===== config.mk =====
export PLATFORM = sky130hd
export DESIGN_NAME = rv32_debug_mem_loader_flat
export DESIGN_NICKNAME = d
export VERILOG_FILES = /design/src/rtl/rv32_dbg_pkg.sv /design/src/rtl/rv32_debug_mem_loader_if.sv /design/src/rtl/rv32_dbg_port_mux.sv /design/src/rtl/rv32_debug_mem_loader.sv /design/src/flat_wrapper.sv
export SDC_FILE = /design/constraint.sdc
export NUM_CORES = 1
export LEC_CHECK = 0
export BUFFER_PORTS_ARGS = -buffer_cell sky130_fd_sc_hd__buf_2
export CAP_MARGIN = 20
export CORE_MARGIN = 5
export CORE_UTILIZATION = 40
export DETAILED_ROUTE_END_ITERATION = 6
export PLACE_DENSITY = 0.66
export SETUP_SLACK_MARGIN = 0.02
export SLEW_MARGIN = 20
export SYNTH_ARGS = -nofsm -noshare
export SYNTH_HDL_FRONTEND = slang
export SYNTH_SLANG_ARGS = --single-unit

===== constraint.sdc =====
create_clock -name CPU_CLK -period 2.2 [get_ports CPU_CLK]
set_input_delay 0.44 -clock CPU_CLK [delete_from_list [all_inputs] [get_ports CPU_CLK]]
set_output_delay 0.44 -clock CPU_CLK [all_outputs]
set_load 0.02 [all_outputs]

===== src/rtl/rv32_dbg_pkg.sv =====
// Shared encodings for the RV32 debug memory loader: command opcodes, FSM states, BRAM sizing.
package rv32_dbg_pkg;

  localparam int BRAMWORDS = 4096;
  localparam int NWORDS_W  = 13;

  typedef enum logic [1:0] {
    OP_LOAD = 2'b00,
    OP_DUMP = 2'b01,
    OP_RUN  = 2'b10,
    OP_RSVD = 2'b11
  } cmd_op_e;

  typedef enum logic [2:0] {
    S_IDLE,
    S_LOAD,
    S_DUMP_ADDR,
    S_DUMP_WAIT,
    S_DUMP_OUT,
    S_RUN
  } state_e;

  // A count of zero, or one larger than the BRAM, means "the whole BRAM".
  function automatic logic [NWORDS_W-1:0] eff_nwords(input logic [NWORDS_W-1:0] n, input int words);
    if (n == '0 || int'(n) > words) return NWORDS_W'(words);
    return n;
  endfunction

endpackage


===== src/rtl/rv32_debug_mem_loader_if.sv =====
// Host command/stream bundle and BRAM debug-port bundle used by the loader.
interface rv32_dbg_host_if;
  logic                              cmd_valid;
  logic                              cmd_ready;
  logic [1:0]                        cmd_op;
  logic                              cmd_sel;
  logic [rv32_dbg_pkg::NWORDS_W-1:0] cmd_nwords;
  logic                              in_valid;
  logic                              in_ready;
  logic [31:0]                       in_data;
  logic                              out_valid;
  logic                              out_ready;
  logic [31:0]                       out_data;
  logic                              out_last;

  modport master (
    output cmd_valid, cmd_op, cmd_sel, cmd_nwords, in_valid, in_data, out_ready,
    input  cmd_ready, in_ready, out_valid, out_data, out_last
  );

  modport slave (
    input  cmd_valid, cmd_op, cmd_sel, cmd_nwords, in_valid, in_data, out_ready,
    output cmd_ready, in_ready, out_valid, out_data, out_last
  );
endinterface

interface rv32_dbg_bram_if;
  logic [31:0] a2;
  logic [31:0] wd2;
  logic [3:0]  we2;
  logic [31:0] rd2;

  modport master (output a2, wd2, we2, input rd2);
  modport slave  (input a2, wd2, we2, output rd2);
endinterface


===== src/rtl/rv32_dbg_port_mux.sv =====
// Routes the loader's address/write strobe to the DataRAM or InstRAM debug port and muxes rd2 back.
module rv32_dbg_port_mux (
  input  logic        clk,
  input  logic        rst_n,
  input  logic        sel,
  input  logic        drive,
  input  logic        wr,
  input  logic [31:0] a2,
  input  logic [31:0] wd2,
  output logic [31:0] rd2,
  rv32_dbg_bram_if.master dram,
  rv32_dbg_bram_if.master iram
);

  // Port 0 is DataRAM, port 1 is InstRAM; an unselected port keeps its last address.
  for (genvar gi = 0; gi < 2; gi++) begin : g_port
    localparam logic PORT_SEL = (gi == 1);
    logic [31:0] a2_reg;
    logic [31:0] wd2_reg;
    logic [3:0]  we2_reg;

    always_ff @(posedge clk or negedge rst_n) begin
      if (!rst_n) begin
        a2_reg  <= '0;
        wd2_reg <= '0;
        we2_reg <= '0;
      end else begin
        we2_reg <= '0;
        if (drive && (sel == PORT_SEL)) begin
          a2_reg <= a2;
          if (wr) begin
            wd2_reg <= wd2;
            we2_reg <= 4'hF;
          end
        end
      end
    end
  end

  assign dram.a2  = g_port[0].a2_reg;
  assign dram.wd2 = g_port[0].wd2_reg;
  assign dram.we2 = g_port[0].we2_reg;
  assign iram.a2  = g_port[1].a2_reg;
  assign iram.wd2 = g_port[1].wd2_reg;
  assign iram.we2 = g_port[1].we2_reg;

  assign rd2 = sel ? iram.rd2 : dram.rd2;

endmodule


===== src/rtl/rv32_debug_mem_loader.sv =====
// Host-side load/run/dump controller for the RV32Core debug BRAM ports; holds the core in reset
// except during a bounded RUN window.
module rv32_debug_mem_loader #(
  parameter int BRAMWORDS  = rv32_dbg_pkg::BRAMWORDS,
  parameter int RD_LAT     = 1,
  parameter int RUN_CYCLES = 200000
) (
  input  logic CPU_CLK,
  input  logic CPU_RSTN,
  rv32_dbg_host_if.slave  host,
  rv32_dbg_bram_if.master dram,
  rv32_dbg_bram_if.master iram,
  output logic core_rst,
  output logic busy,
  output logic done
);
  import rv32_dbg_pkg::*;

  localparam int IDX_W  = $clog2(BRAMWORDS);
  localparam int WAIT_W = $clog2(RD_LAT + 1) + 1;
  localparam int RUN_W  = $clog2(RUN_CYCLES) + 1;

  state_e            state_reg, state_next;
  logic [IDX_W-1:0]  idx_reg, idx_next;
  logic [IDX_W-1:0]  last_reg;
  logic [WAIT_W-1:0] wait_reg, wait_next;
  logic [RUN_W-1:0]  run_reg, run_next;
  logic              sel_reg;
  logic              cmd_ready_reg;
  logic              core_rst_reg;
  logic              done_reg, done_next;
  logic [31:0]       out_data_reg;
  logic              out_last_reg;
  logic              accept, drive, wr, capture;
  logic [31:0]       rd2;

  assign accept = host.cmd_valid && cmd_ready_reg;

  always_comb begin
    state_next = state_reg;
    idx_next   = idx_reg;
    wait_next  = wait_reg;
    run_next   = run_reg;
    drive      = 1'b0;
    wr         = 1'b0;
    capture    = 1'b0;
    case (state_reg)
      S_IDLE: begin
        if (accept) begin
          idx_next = '0;
          run_next = '0;
          case (cmd_op_e'(host.cmd_op))
            OP_LOAD: state_next = S_LOAD;
            OP_DUMP: state_next = S_DUMP_ADDR;
            OP_RUN:  state_next = S_RUN;
            default: state_next = S_IDLE;
          endcase
        end
      end
      S_LOAD: begin
        if (host.in_valid) begin
          drive = 1'b1;
          wr    = 1'b1;
          if (idx_reg == last_reg) state_next = S_IDLE;
          else                     idx_next   = idx_reg + 1'b1;
        end
      end
      S_DUMP_ADDR: begin
        drive      = 1'b1;
        wait_next  = '0;
        state_next = S_DUMP_WAIT;
      end
      // The port mux registers the address, so rd2 is valid RD_LAT cycles after this state begins.
      S_DUMP_WAIT: begin
        if (wait_reg == WAIT_W'(RD_LAT)) begin
          capture    = 1'b1;
          state_next = S_DUMP_OUT;
        end else begin
          wait_next = wait_reg + 1'b1;
        end
      end
      S_DUMP_OUT: begin
        if (host.out_ready) begin
          if (idx_reg == last_reg) begin
            state_next = S_IDLE;
          end else begin
            idx_next   = idx_reg + 1'b1;
            state_next = S_DUMP_ADDR;
          end
        end
      end
      S_RUN: begin
        if (run_reg == RUN_W'(RUN_CYCLES - 1)) state_next = S_IDLE;
        else                                   run_next   = run_reg + 1'b1;
      end
      default: state_next = S_IDLE;
    endcase
    // Reserved opcodes never leave IDLE but still report completion.
    done_next = (state_reg != S_IDLE || accept) && (state_next == S_IDLE);
  end

  always_ff @(posedge CPU_CLK or negedge CPU_RSTN) begin
    if (!CPU_RSTN) begin
      state_reg     <= S_IDLE;
      idx_reg       <= '0;
      last_reg      <= '0;
      wait_reg      <= '0;
      run_reg       <= '0;
      sel_reg       <= 1'b0;
      cmd_ready_reg <= 1'b0;
      core_rst_reg  <= 1'b1;
      done_reg      <= 1'b0;
      out_data_reg  <= '0;
      out_last_reg  <= 1'b0;
    end else begin
      state_reg     <= state_next;
      idx_reg       <= idx_next;
      wait_reg      <= wait_next;
      run_reg       <= run_next;
      cmd_ready_reg <= (state_next == S_IDLE);
      core_rst_reg  <= (state_next != S_RUN);
      done_reg      <= done_next;
      if (accept) begin
        sel_reg  <= host.cmd_sel;
        last_reg <= IDX_W'(eff_nwords(host.cmd_nwords, BRAMWORDS) - NWORDS_W'(1));
      end
      if (capture) begin
        out_data_reg <= rd2;
        out_last_reg <= (idx_reg == last_reg);
      end
    end
  end

  rv32_dbg_port_mux u_port_mux (
    .clk   (CPU_CLK),
    .rst_n (CPU_RSTN),
    .sel   (sel_reg),
    .drive (drive),
    .wr    (wr),
    .a2    (32'({idx_reg, 2'b00})),
    .wd2   (host.in_data),
    .rd2   (rd2),
    .dram  (dram),
    .iram  (iram)
  );

  assign host.cmd_ready = cmd_ready_reg;
  assign host.in_ready  = (state_reg == S_LOAD);
  assign host.out_valid = (state_reg == S_DUMP_OUT);
  assign host.out_data  = out_data_reg;
  assign host.out_last  = (state_reg == S_DUMP_OUT) && out_last_reg;
  assign core_rst       = core_rst_reg;
  assign busy           = (state_reg != S_IDLE);
  assign done           = done_reg;

endmodule


===== src/flat_wrapper.sv =====
// flat-port wrapper written by rule: the top's interface ports become plain ports
module rv32_debug_mem_loader_flat import rv32_dbg_pkg::*;
#(
  parameter int BRAMWORDS  = rv32_dbg_pkg::BRAMWORDS,
  parameter int RD_LAT     = 1,
  parameter int RUN_CYCLES = 200000
)
  (CPU_CLK, CPU_RSTN, core_rst, busy, done, host_cmd_valid, host_cmd_op, host_cmd_sel, host_cmd_nwords, host_in_valid, host_in_data, host_out_ready, host_cmd_ready, host_in_ready, host_out_valid, host_out_data, host_out_last, dram_a2, dram_wd2, dram_we2, dram_rd2, iram_a2, iram_wd2, iram_we2, iram_rd2);
  rv32_dbg_host_if host_i ();
  rv32_dbg_bram_if dram_i ();
  rv32_dbg_bram_if iram_i ();
  input  logic CPU_CLK;
  input  logic CPU_RSTN;
  output logic core_rst;
  output logic busy;
  output logic done;
  input wire logic [$bits(host_i.cmd_valid)-1:0] host_cmd_valid;
  input wire logic [$bits(host_i.cmd_op)-1:0] host_cmd_op;
  input wire logic [$bits(host_i.cmd_sel)-1:0] host_cmd_sel;
  input wire logic [$bits(host_i.cmd_nwords)-1:0] host_cmd_nwords;
  input wire logic [$bits(host_i.in_valid)-1:0] host_in_valid;
  input wire logic [$bits(host_i.in_data)-1:0] host_in_data;
  input wire logic [$bits(host_i.out_ready)-1:0] host_out_ready;
  output wire logic [$bits(host_i.cmd_ready)-1:0] host_cmd_ready;
  output wire logic [$bits(host_i.in_ready)-1:0] host_in_ready;
  output wire logic [$bits(host_i.out_valid)-1:0] host_out_valid;
  output wire logic [$bits(host_i.out_data)-1:0] host_out_data;
  output wire logic [$bits(host_i.out_last)-1:0] host_out_last;
  output wire logic [$bits(dram_i.a2)-1:0] dram_a2;
  output wire logic [$bits(dram_i.wd2)-1:0] dram_wd2;
  output wire logic [$bits(dram_i.we2)-1:0] dram_we2;
  input wire logic [$bits(dram_i.rd2)-1:0] dram_rd2;
  output wire logic [$bits(iram_i.a2)-1:0] iram_a2;
  output wire logic [$bits(iram_i.wd2)-1:0] iram_wd2;
  output wire logic [$bits(iram_i.we2)-1:0] iram_we2;
  input wire logic [$bits(iram_i.rd2)-1:0] iram_rd2;
  assign host_i.cmd_valid = host_cmd_valid;
  assign host_i.cmd_op = host_cmd_op;
  assign host_i.cmd_sel = host_cmd_sel;
  assign host_i.cmd_nwords = host_cmd_nwords;
  assign host_i.in_valid = host_in_valid;
  assign host_i.in_data = host_in_data;
  assign host_i.out_ready = host_out_ready;
  assign host_cmd_ready = host_i.cmd_ready;
  assign host_in_ready = host_i.in_ready;
  assign host_out_valid = host_i.out_valid;
  assign host_out_data = host_i.out_data;
  assign host_out_last = host_i.out_last;
  assign dram_a2 = dram_i.a2;
  assign dram_wd2 = dram_i.wd2;
  assign dram_we2 = dram_i.we2;
  assign dram_i.rd2 = dram_rd2;
  assign iram_a2 = iram_i.a2;
  assign iram_wd2 = iram_i.wd2;
  assign iram_we2 = iram_i.we2;
  assign iram_i.rd2 = iram_rd2;
  rv32_debug_mem_loader #(.BRAMWORDS(BRAMWORDS), .RD_LAT(RD_LAT), .RUN_CYCLES(RUN_CYCLES)) u_core (.CPU_CLK(CPU_CLK), .CPU_RSTN(CPU_RSTN), .host(host_i), .dram(dram_i), .iram(iram_i), .core_rst(core_rst), .busy(busy), .done(done));
endmodule

=== Yosys cells after proc, flatten, opt, wreduce, memory -nomap -nowiden ===
Index checks and enable logic that the tools add are counted.
W data, S select, Z words.

* Input port bits: 117
* ROM bits: 0
* Logic and storage cells: 92
* Output and inout port bits: 175
* Memories: 0
* Memory bits (writable): 0
* Latch bits: 0
* Flip-flop bits (word level): 181

* Muxes and demuxes: 33
* Reduce and logical (&&, ||, !) cells: 20
* Div/mod/pow operators: 0
* $lt $le $gt $ge: 1
* $mul: 0
* Bitwise logic cells: 1
* $add $sub $neg: 4
* Shifts and indexed selects: 0
* Equality and inequality tests: 16

{| class="wikitable"
|+ Operators with widths
! cell !! count
|-
| $mux W12 || 7
|-
| $mux W19 || 2
|-
| $pmux W19 S2 || 1
|-
| $pmux W12 S3 || 1
|-
| $mux W32 || 1
|-
| $add A19 B1 Y19 const B || 1
|-
| $eq A19 B18 Y1 const B || 1
|-
| $mux W3 || 6
|-
| $pmux W3 S6 || 1
|-
| $gt A13 B13 Y1 const B || 1
|-
| $logic_not A13 Y1 || 1
|-
| $add A12 B1 Y12 const B || 1
|-
| $eq A12 B12 Y1 || 1
|-
| $mux W4 || 3
|-
| $sub A12 B1 Y12 const B || 1
|-
| $pmux W3 S3 || 1
|-
| $ne A2 B2 Y1 const B || 4
|-
| $eq A3 B2 Y1 const B || 2
|-
| $eq A3 B3 Y1 const B || 2
|-
| $logic_not A3 Y1 || 2
|-
| $mux W1 || 6
|-
| $reduce_and A2 Y1 || 3
|-
| $reduce_bool A3 Y1 || 2
|-
| $logic_and A1 B1 Y1 || 5
|-
| other kinds (15) || 19
|}

=== Depth between registers and ports, before layout ===
Gate-level depths: netlist of run 1.

* Depth after elaboration: 7
* Depth in mapped cells: 8
* Gate-level depth less buffers: 6

=== Modules after synthesis ===
A second synthesis of run 1 with hierarchy kept.

* Cell total of the unflattened synthesis: 741
* Area, all modules: 9595.5 um2

{| class="wikitable"
|+ By module, submodules not included
! module !! cells an instance !! instances !! seq. area each (um2) !! area each (um2)
|-
| rv32_dbg_port_mux || 319 || 1 || 3253.1 || 5290.1
|-
| rv32_debug_mem_loader || 422 || 1 || 2128.3 || 4305.4
|}

=== Worst setup path after synthesis of run 1 ===
OpenSTA, ideal clock, no wires.

* Path kind: register -> register
* From: reg u_core.cmd_ready_reg, in the netlist u_core.host.cmd_ready
* To: reg u_core.idx_reg[7]
* Library setup time: 0.079 ns
* Arrival time: 1.724 ns
* Path slack: 0.396 ns
* Stages on the path, launching flop included: 7
* Clock period less this slack: 1.804 ns
* Path buffers: 0
* Required time: 2.121 ns
* Cells stage by stage: dfrtp_1 nand2_1 o21a_1 a211oi_4 and2_4 and4_1 mux2i_1

* Word-level cells in the longest chain between the ends: 3

{| class="wikitable"
|+ RTL lines
! what !! line !! source
|-
| start, declared || rv32_debug_mem_loader.sv:29 || <nowiki>logic cmd_ready_reg;</nowiki>
|-
| start signal, assigned || rv32_debug_mem_loader.sv:120 || <nowiki>cmd_ready_reg <= (state_next == S_IDLE);</nowiki>
|-
| $logic_and A1 B1 Y1 || rv32_debug_mem_loader.sv:37 || <nowiki>assign accept = host.cmd_valid && cmd_ready_reg;</nowiki>
|-
| $ne A2 B1 Y1 (no line) || - ||
|-
| $reduce_and A4 Y1 (no line) || - ||
|-
| end signal, assigned || rv32_debug_mem_loader.sv:117 || <nowiki>idx_reg <= idx_next;</nowiki>
|-
| end, declared || rv32_debug_mem_loader.sv:24 || <nowiki>logic [IDX_W-1:0] idx_reg, idx_next;</nowiki>
|}

No other way between the ends.
A chain may end at the register's enable or synchronous reset.

=== Worst setup path in the final report of run 1 ===
* From: reg u_core.state_reg[1]
* To: out host_out_valid

* Word-level cells in the longest chain between the ends: 1

{| class="wikitable"
|+ RTL lines
! what !! line !! source
|-
| start, declared || rv32_debug_mem_loader.sv:23 || <nowiki>state_e state_reg, state_next;</nowiki>
|-
| start signal, assigned || rv32_debug_mem_loader.sv:116 || <nowiki>state_reg <= state_next;</nowiki>
|-
| $eq A3 B3 Y1 || rv32_debug_mem_loader.sv:149 || <nowiki>assign host.out_valid = (state_reg == S_DUMP_OUT);</nowiki>
|-
| end, declared || flat_wrapper.sv:26 || <nowiki>output wire logic [$bits(host_i.out_valid)-1:0] host_out_valid;</nowiki>
|}

No other way between the ends.

==> results of run 1 <==
## worst min path at each step
| stage | from | to | slack [ns] | cells past startpoint |
|---|---|---|---|---|
| after floorplan | CPU_RSTN | u_core.done$_DFF_PN0_ | 0.14 | 0 |
| after global placement | CPU_RSTN | u_core.host.out_data[16]$_DFFE_PN0P_ | 0.26 | 1 |
| after detailed placement | CPU_RSTN | u_core.host.out_data[16]$_DFFE_PN0P_ | 0.27 | 1 |
| after CTS | host_in_data[6] | u_core.u_port_mux.iram.wd2[6]$_DFFE_PN0P_ | 0.20 | 3 |
| after global routing | host_in_data[3] | u_core.u_port_mux.iram.wd2[3]$_DFFE_PN0P_ | 0.21 | 3 |
| final | host_in_data[6] | u_core.u_port_mux.iram.wd2[6]$_DFFE_PN0P_ | 0.22 | 3 |
## repair_timing
action                                  4_1_cts  5_1_grt
gates resized for setup                       0        1
hold buffers                                  1        0
endpoints found under the hold margin         6        0
setup buffers                                 0        3
endpoints found under the setup margin        0        3
## routing by layer
| layer | routed length [um] | GRT usage | vias up |
|---|---|---|---|
| met1 | 8530 | 0.219 | 2877 |
| met4 | 380 | 0.0568 | 0 |
| met5 | 0 | 0 | - |
| met3 | 1190 | 0.0413 | 28 |
| li1 | - | - | 3038 |
| met2 | 9720 | 0.274 | 179 |
## critical path, delay by kind of cell, from the launching register on
| kind | cells | cell delay [ns] |
|---|---|---|
| flip-flops | 1 | 0.45 |
| buffers and inverters | 3 | 0.45 |
| AND/OR/NAND/NOR | 2 | 0.30 |
## synthesized netlist by cell type, drive strengths merged, types with 14 or more instances
cell type  instances  share of area
o21ai             45          0.027
dfrtp            174           0.53
nor2              39          0.018
xor2              29          0.032
mux2              58          0.079
nand2            166          0.075
mux2i             36          0.044
nand3             35          0.024
clkbuf            14         0.0064
buf               69          0.057
## metrics by stage
step	area, um2	worst slack, ns	utilization
finish	10400	0.128	0.510
global route	10300	0.0428	0.510
CTS	10300	0.0824	0.508
detailed placement	9700	0.167	0.478
global placement	9700	0.220	0.478
floorplan	8420	0.396	-
## layout by cell type (no fill, tap or decap), types with 25 or more instances in the layout
cell / synthesis / layout
mux2_2: 25 / 25
mux2i_1: 36 / 36
dfrtp_1: 174 / 172
nor2_1: 39 / 39
mux2_1: 33 / 33
o21ai_0: 31 / 31
nand2_1: 166 / 166
buf_2: 15 / 250
nand3_1: 32 / 31
xor2_1: 28 / 28
conb_1: 1 / 40
## logic make-up (layout without fill, tap and decap cells)
logic type / after synthesis / count (layout) / synth area share
flip-flops: 175 / 175 / 0.530
AND/OR/NAND/NOR: 309 / 309 / 0.181
other: 1 / 43 / 0.000453
multiplexers: 94 / 94 / 0.123
adder cells (fa/ha/maj): 4 / 4 / 0.00605
AO/OA/AOI/OAI: 68 / 68 / 0.0510
XOR/XNOR: 40 / 40 / 0.0433
buffers and inverters: 88 / 312 / 0.0658
## layout make-up
class / count / area share
clock inverters: 14 / 0.0167
flip-flops and latches: 175 / 0.423
inverters: 5 / 0.00181
multi-input cells: 555 / 0.338
well taps: 270 / 0.0326
repair buffers: 275 / 0.144
diodes: 3 / 0.000725
clock buffers: 18 / 0.0424
## power breakdown
group          internal (mW)  total, mW  switching, mW  leakage (nW)
clock                   1.75       3.09           1.34         0.292
combinational           2.14       5.59           3.45          2.85
sequential              4.52       5.36          0.839          2.16
==> flow_summary.yaml, run 1 <==
floorplanning:
  num_rows: 52
  dieArea_mm2: 0.0237
  start_util: 0.407
  die_h_um: 154
  dieWidth_um: 154
  coreArea_mm2: 0.0203
  ios: 292
setup_path:
  crit_path_start: "u_core.state_reg[1]$_DFF_PN0_"
  cp.required_ns: 1.76
  reg2reg_depth: 6
  r2r-end: "u_core.done$_DFF_PN0_"
  rr_startpoint: "u_core.idx_reg[5]$_DFFE_PN0P_"
  crit_path_end_kind: "primary output"
  crit_end: "host_out_valid"
  critPathMaxStageDelay_ns: 0.45
  reg2reg_slack_ns: 0.25
  arrival_ns: 1.63
  start_kind: "register"
  crit_type: "register to primary output"
  slowest_stage: "dfrtp_2"
  worstPathCellList: "buf_4 > nor2_1 > nand2_1 > inv_1 > buf_2"
  critPathMaxFanout: 5
routing:
  routedWlPerCell_um: 15.1
  vias: 6122
  via_per_inst: 4.66
  dr.first_iter.drc_count: 294
  drt-pass1-iter-count: 5
  drc: 0
  final_antenna_net_count: 0
  wirelength_um: 19800
timing:
  fin_worst_skew_ns: 0.0115
  fin_crit_sh: 0.942
  tns_ns: 0
  rsz0062_at_grt: "false"
  final_max_slew_viol_count: 0
  setup_violations: 0
  tightest_slew_ns: 0.541
  max_freq_mhz: 483
  fin_crit_ns: 2.07
  whs_ns: 0.222
  max-slew-margin-rel: 0.639
  finalHoldViolCount: 0
clocking:
  insertion_delay_ns: 0.42
  clk_path_buf_depth: 2
  tritoncts: "yes"
  numCtsBuffers: 17
  cts-root-buf: "clkbuf_16"
  cts.sinks: 175
  clk_pin_slew_ns: 0.07
  htree_levels: 4
synthesis:
  avgSynthCellArea_um2: 10.6
  synthFlopType: "dfrtp_1"
  synth_seq_cells: 175
  ys_seq_area_frac: 0.530
  synthArstFlopShare: 1.00
  synth_cells: 779
  ys_warn_count: 0
  synth_edf_count: 0
  syn_area_mm2: 0.00827
  synth_cell_types: 56
place:
  dp_cells: 1276
  numPortBuffers: 251
  gp_congestion: 0.840
  dp_hpwl_um: 14900
pwr:
  ir_drop_uv: 539
  power_leakage_nw: 5.30
  p_total_mw: 14.0
  pwr_density_cell_mw_per_mm2: 1360
cells_and_area:
  ff_latch_area_mm2: 0.00438
  fin_cells: 1315
  filler_cell_count: 1853
  drive_above_1_share: 0.345
  multi_input_area_mm2: 0.00350
  synthToLayoutAreaGrowth_pct: 25.2
  layout.nets: 1150
worst_hold_path:
  hold_class: "input port to register"
grt:
  grt_pass1_wl_um: 32300
  grt_pass1_vias: 6220
  overflow: 0
  antenna_found_initial: 2
  grt_max_degree: 71
  grt_usage: 0.168
status:
  status: "finished, final reports clean"
run:
  drv_cap: 0
Power figures use the tool's default switching activity.
==> run 2, diff against run 1 <==
==> constraint.sdc (replaced) <==
create_clock -name CPU_CLK -period 2.2 [get_ports CPU_CLK]
set_input_delay 0.11 -clock CPU_CLK [delete_from_list [all_inputs] [get_ports CPU_CLK]]
set_output_delay 0.11 -clock CPU_CLK [all_outputs]
set_load 0.02 [all_outputs]
==> flow_summary.yaml, run 2 (same netlist as run 1, synthesis figures left out) <==
grt:
  busiest_layer: "met2"
  grt_usage: 0.179
  grt_pass1_vias: 6738
  grt_use_met2: 0.308
  grt_max_degree: 65
  grt.met1_usage: 0.222
  antenna_found_initial: 0
  overflow: 0
  gr-usage-met3: 0.0388
  grt_pass1_wl_um: 34700
setup_path:
  arrival_ns: 2.28
  crit_path_start: "u_core.sel_reg$_DFFE_PN0P_"
  reg2reg_depth: 4
  cp.required_ns: 2.50
  crit_path_end_kind: "register"
  r2r-end: "u_core.host.out_data[20]$_DFFE_PN0P_"
  crit_end: "u_core.host.out_data[20]$_DFFE_PN0P_"
  critPathMaxFanout: 33
  crit_type: "register to register"
  start_kind: "register"
  reg2reg_slack_ns: 0.22
  rr_startpoint: "u_core.sel_reg$_DFFE_PN0P_"
clocking:
  cts-root-buf: "clkbuf_16"
  post-cts-setup-buffers: 0
  holdBufCountCts: 95
  clk_pin_slew_ns: 0.07
  numCtsBuffers: 17
  htree_levels: 4
  cts.sinks: 175
  cts.repair.resized: 0
  clk_path_buf_depth: 2
  tritoncts: "yes"
  insertion_delay_ns: 0.43
floorplanning:
  ios: 292
  coreArea_mm2: 0.0203
  die_h_um: 154
  dieWidth_um: 154
  dieArea_mm2: 0.0237
  num_rows: 52
  start_util: 0.407
worst_hold_path:
  min_path_cells: 3
  min_from: "dram_rd2[4]"
  hold_class: "input port to register"
place:
  gp_congestion: 0.814
  dp_cells: 1275
  dp_hpwl_um: 15000
  numPortBuffers: 251
run:
  drv_cap: 0
timing:
  rsz0062_at_grt: "false"
  max_freq_mhz: 504
  final_max_slew_viol_count: 0
  max-slew-margin-rel: 0.595
  fin_crit_ns: 1.98
  fin_crit_sh: 0.902
  finalHoldViolCount: 1
  tns_ns: 0
  fin_worst_skew_ns: 0.0207
  setup_violations: 0
  whs_ns: -0.0000882
  tightest_slew_ns: 0.606
routing:
  dr.first_iter.drc_count: 273
  drc: 0
  drt-pass1-iter-count: 5
  via_per_inst: 4.72
  wirelength_um: 21300
  routedWlPerCell_um: 15.2
  vias: 6622
  final_antenna_net_count: 0
cells_and_area:
  fin_cells: 1402
  layout_commonest_cell: "buf_2"
  drive_above_1_share: 0.313
  layout.nets: 1240
  filler_cell_count: 1740
  synthToLayoutAreaGrowth_pct: 35.7
  ff_latch_area_mm2: 0.00438
  insertedDiodeCount: 0
  layout_common_cells: "250 x buf_2, 173 x dfrtp_1, 166 x nand2_1, 95 x dlygate4sd3_1, 40 x conb_1"
  multi_input_area_mm2: 0.00350
  fin_util: 0.553
pwr:
  pwr_density_cell_mw_per_mm2: 1260
  power_leakage_nw: 5.66
  ir_drop_uv: 719
status:
  status: "complete, but fails checks"
  violations: "hold timing"
-- run 2: cell types whose count changed in the layout (fill, tap and decap cells not counted), moves of 2 or more --
cell	previous run	this run
inv_6	4	2
dlygate4sd3_1	1	95
clkinvlp_4	3	0
bufinv_16	2	0
clkinv_8	1	3
buf_4	19	15
clkinv_4	0	5
diode_2	3	0
-- run 2: per-stage QoR --
stage	cell area, um2	hold WS (ns)	setup slack, ns	total power [mW]
finish	11200	-0.0000882	0.215	14.2
global route	11200	0.0136	0.0791	15.1
CTS	11200	0.00292	0.262	14.3
detailed placement	9690	0.0840	0.314	11.1
global placement	9690	0.0826	0.373	10.9
floorplan	8420	-0.186	0.396	9.13
-- run 2: report_power, final --
group	internal, mW	switching, mW
clock network	1.51	1.37
registers	4.52	0.874
logic	2.39	3.52
total	8.41	5.76
-- run 2: final cells by class --
cell class	count	share of cell area
Sequential cell	175	0.390
Multi-Input combinational cell	555	0.312
Timing Repair Buffer	365	0.214
Clock buffer	17	0.0379
Tap cell	270	0.0301
Clock inverter	15	0.0137
Inverter	5	0.00167
-- run 2: critical path, cell delays in order (launching register included) --
cell,delay (ns)
dfrtp_2,0.42
buf_4,0.48
mux2i_1,0.28
dlygate4sd3_1,0.58
o21ai_0,0.08
-- run 2: worst min-delay path by stage --
stage                                                 endpoint  slack [ns]
after floorplan                          u_core.done$_DFF_PN0_       -0.19
after global placement    u_core.host.out_data[16]$_DFFE_PN0P_        0.08
after detailed placement        u_core.last_reg[6]$_DFFE_PN0P_        0.08
after CTS                 u_core.host.out_data[28]$_DFFE_PN0P_       0.003
after global routing       u_core.host.out_data[4]$_DFFE_PN0P_        0.01
final                      u_core.host.out_data[4]$_DFFE_PN0P_    -0.00009
-- run 2: layer usage --
layer / routed length [um] / share of wire / vias to the layer above
met1: 8860 / 0.42 / 3174
met5: 0 / 0 / -
li1: - / - / 3222
met3: 1030 / 0.048 / 32
met2: 10900 / 0.51 / 194
met4: 504 / 0.024 / 0
==> run 3, diff against run 2 <==
- BUFFER_PORTS_ARGS: -buffer_cell sky130_fd_sc_hd__buf_2 -> -buffer_cell sky130_fd_sc_hd__buf_4
==> flow_summary.yaml, run 3 (same netlist as run 1, synthesis figures left out) <==
status:
  status: "complete, but fails checks"
  violations: "hold timing"
clocking:
  numCtsBuffers: 17
  cts.repair.resized: 0
  cts-root-buf: "clkbuf_16"
  cts.sinks: 175
  post-cts-setup-buffers: 0
  clk_path_buf_depth: 2
  tritoncts: "yes"
  htree_levels: 4
  clk_pin_slew_ns: 0.07
  insertion_delay_ns: 0.43
cells_and_area:
  ff_latch_area_mm2: 0.00438
  layout.nets: 1242
  layout_commonest_cell: "buf_4"
  layout_common_cells: "263 x buf_4, 173 x dfrtp_1, 166 x nand2_1, 98 x dlygate4sd3_1, 40 x conb_1"
  filler_cell_count: 1708
  multi_input_area_mm2: 0.00350
  synthToLayoutAreaGrowth_pct: 44.0
  insertedDiodeCount: 0
  drive_above_1_share: 0.311
grt:
  grt_usage: 0.184
  antenna_found_initial: 0
  grt_pass1_vias: 6990
  grt_max_degree: 69
  grt_pass1_wl_um: 35600
  overflow: 0
setup_path:
  crit_type: "register to register"
  r2r-end: "u_core.host.out_data[27]$_DFFE_PN0P_"
  crit_buf_inv: 2
  critPathMaxFanout: 33
  cp.required_ns: 2.50
  arrival_ns: 2.29
  critPathMaxStageDelay_ns: 0.57
  reg2reg_slack_ns: 0.22
  start_kind: "register"
  critical-path-top-delay-family: "buffers and inverters"
  reg2reg_depth: 4
  crit_path_end_kind: "register"
  worstPathCellList: "buf_4 > mux2i_1 > dlygate4sd3_1 > o21ai_0"
  rr_startpoint: "u_core.sel_reg$_DFFE_PN0P_"
  slowest_stage: "dlygate4sd3_1"
floorplanning:
  num_rows: 52
  dieArea_mm2: 0.0237
  die_h_um: 154
  start_util: 0.407
  dieWidth_um: 154
  coreArea_mm2: 0.0203
  ios: 292
pwr:
  ir_drop_uv: 592
  pwr_density_cell_mw_per_mm2: 1260
  power_leakage_nw: 5.87
place:
  gp_congestion: 0.844
  numPortBuffers: 251
  dp_hpwl_um: 15400
timing:
  whs_ns: -0.0202
  fin_worst_skew_ns: 0.0101
  fin_crit_ns: 1.98
  tns_ns: 0
  finalHoldViolCount: 1
  setup_violations: 0
  rsz0062_at_grt: "false"
  max-slew-margin-rel: 0.621
  tightest_slew_ns: 0.568
  max_freq_mhz: 504
  final_max_slew_viol_count: 0
  fin_crit_sh: 0.902
worst_hold_path:
  hold_class: "input port to register"
  min_from: "dram_rd2[11]"
  hold_end: "u_core.host.out_data[11]$_DFFE_PN0P_"
  min_path_cells: 3
routing:
  via_per_inst: 4.70
  final_antenna_net_count: 0
  drt-pass1-iter-count: 6
  wl_met1_um: 9060
  dr.first_iter.drc_count: 319
  top_layer_used: "met4"
  wl_met2_um: 11200
  vias: 6605
  routed-wl-met3_um: 1160
  routedWlPerCell_um: 15.6
  wirelength_um: 22000
  drc: 0
run:
  drv_cap: 0
## run 3: cell types whose count changed in the layout (fill, tap and decap cells not counted), moves of 2 or more
| cell | before | now |
|---|---|---|
| buf_4 | 15 | 263 |
| buf_2 | 250 | 0 |
| dlygate4sd3_1 | 95 | 98 |
| clkinv_2 | 2 | 0 |
## run 3: area by class of cell
cell class,count,share of cell area
repair buffers,367,0.257
inverters,5,0.00158
clock inverters,14,0.0142
clock buffers,18,0.0369
flip-flops and latches,175,0.368
well taps,270,0.0284
multi-input cells,555,0.294
## run 3: report_power, final
part / switching, mW / internal, mW
clock: 1.40 / 1.66
sequential: 0.931 / 4.52
combinational: 3.53 / 3.01
total: 5.86 / 9.19
## run 3: worst max path at each step
stage / startpoint / to / slack, ns / depth (start not counted)
final: u_core.sel_reg$_DFFE_PN0P_ / u_core.host.out_data[27]$_DFFE_PN0P_ / 0.22 / 4
after floorplan: u_core.host.cmd_ready$_DFF_PN0_ / u_core.idx_reg[7]$_DFFE_PN0P_ / 0.40 / 6
after CTS: u_core.idx_reg[11]$_DFFE_PN0P_ / u_core.done$_DFF_PN0_ / 0.25 / 6
after global placement: u_core.idx_reg[5]$_DFFE_PN0P_ / u_core.done$_DFF_PN0_ / 0.35 / 6
after detailed placement: u_core.idx_reg[5]$_DFFE_PN0P_ / u_core.done$_DFF_PN0_ / 0.28 / 6
after global routing: u_core.sel_reg$_DFFE_PN0P_ / u_core.host.out_data[8]$_DFFE_PN0P_ / 0.08 / 4
## run 3: worst min-delay path, cell delays in order
cell	delay [ns]
buf_4	0.08
mux2i_1	0.05
o21ai_0	0.14
## run 3: routing by layer
layer / vias up / GRT usage
li1: 3220 / -
met1: 3151 / 0.220
met2: 190 / 0.323
met4: 0 / 0.0669
met3: 44 / 0.0436
met5: - / 0
## run 3: metrics by stage
step	cells	utilization	cell area [um2]	setup slack [ns]	total power, mW
floorplan	818	-	8420	0.396	9.13
global placement	1274	0.509	10300	0.347	11.7
detailed placement	1274	0.509	10300	0.280	11.8
CTS	1404	0.587	11900	0.251	15.2
global route	1404	0.587	11900	0.0783	16.0
finish	1404	0.587	11900	0.215	15.1
## run 3: timing repair
item / in CTS / in global routing
endpoints found under the hold margin: 144 / 0
hold buffers: 98 / 0
setup endpoints to repair: 0 / 0
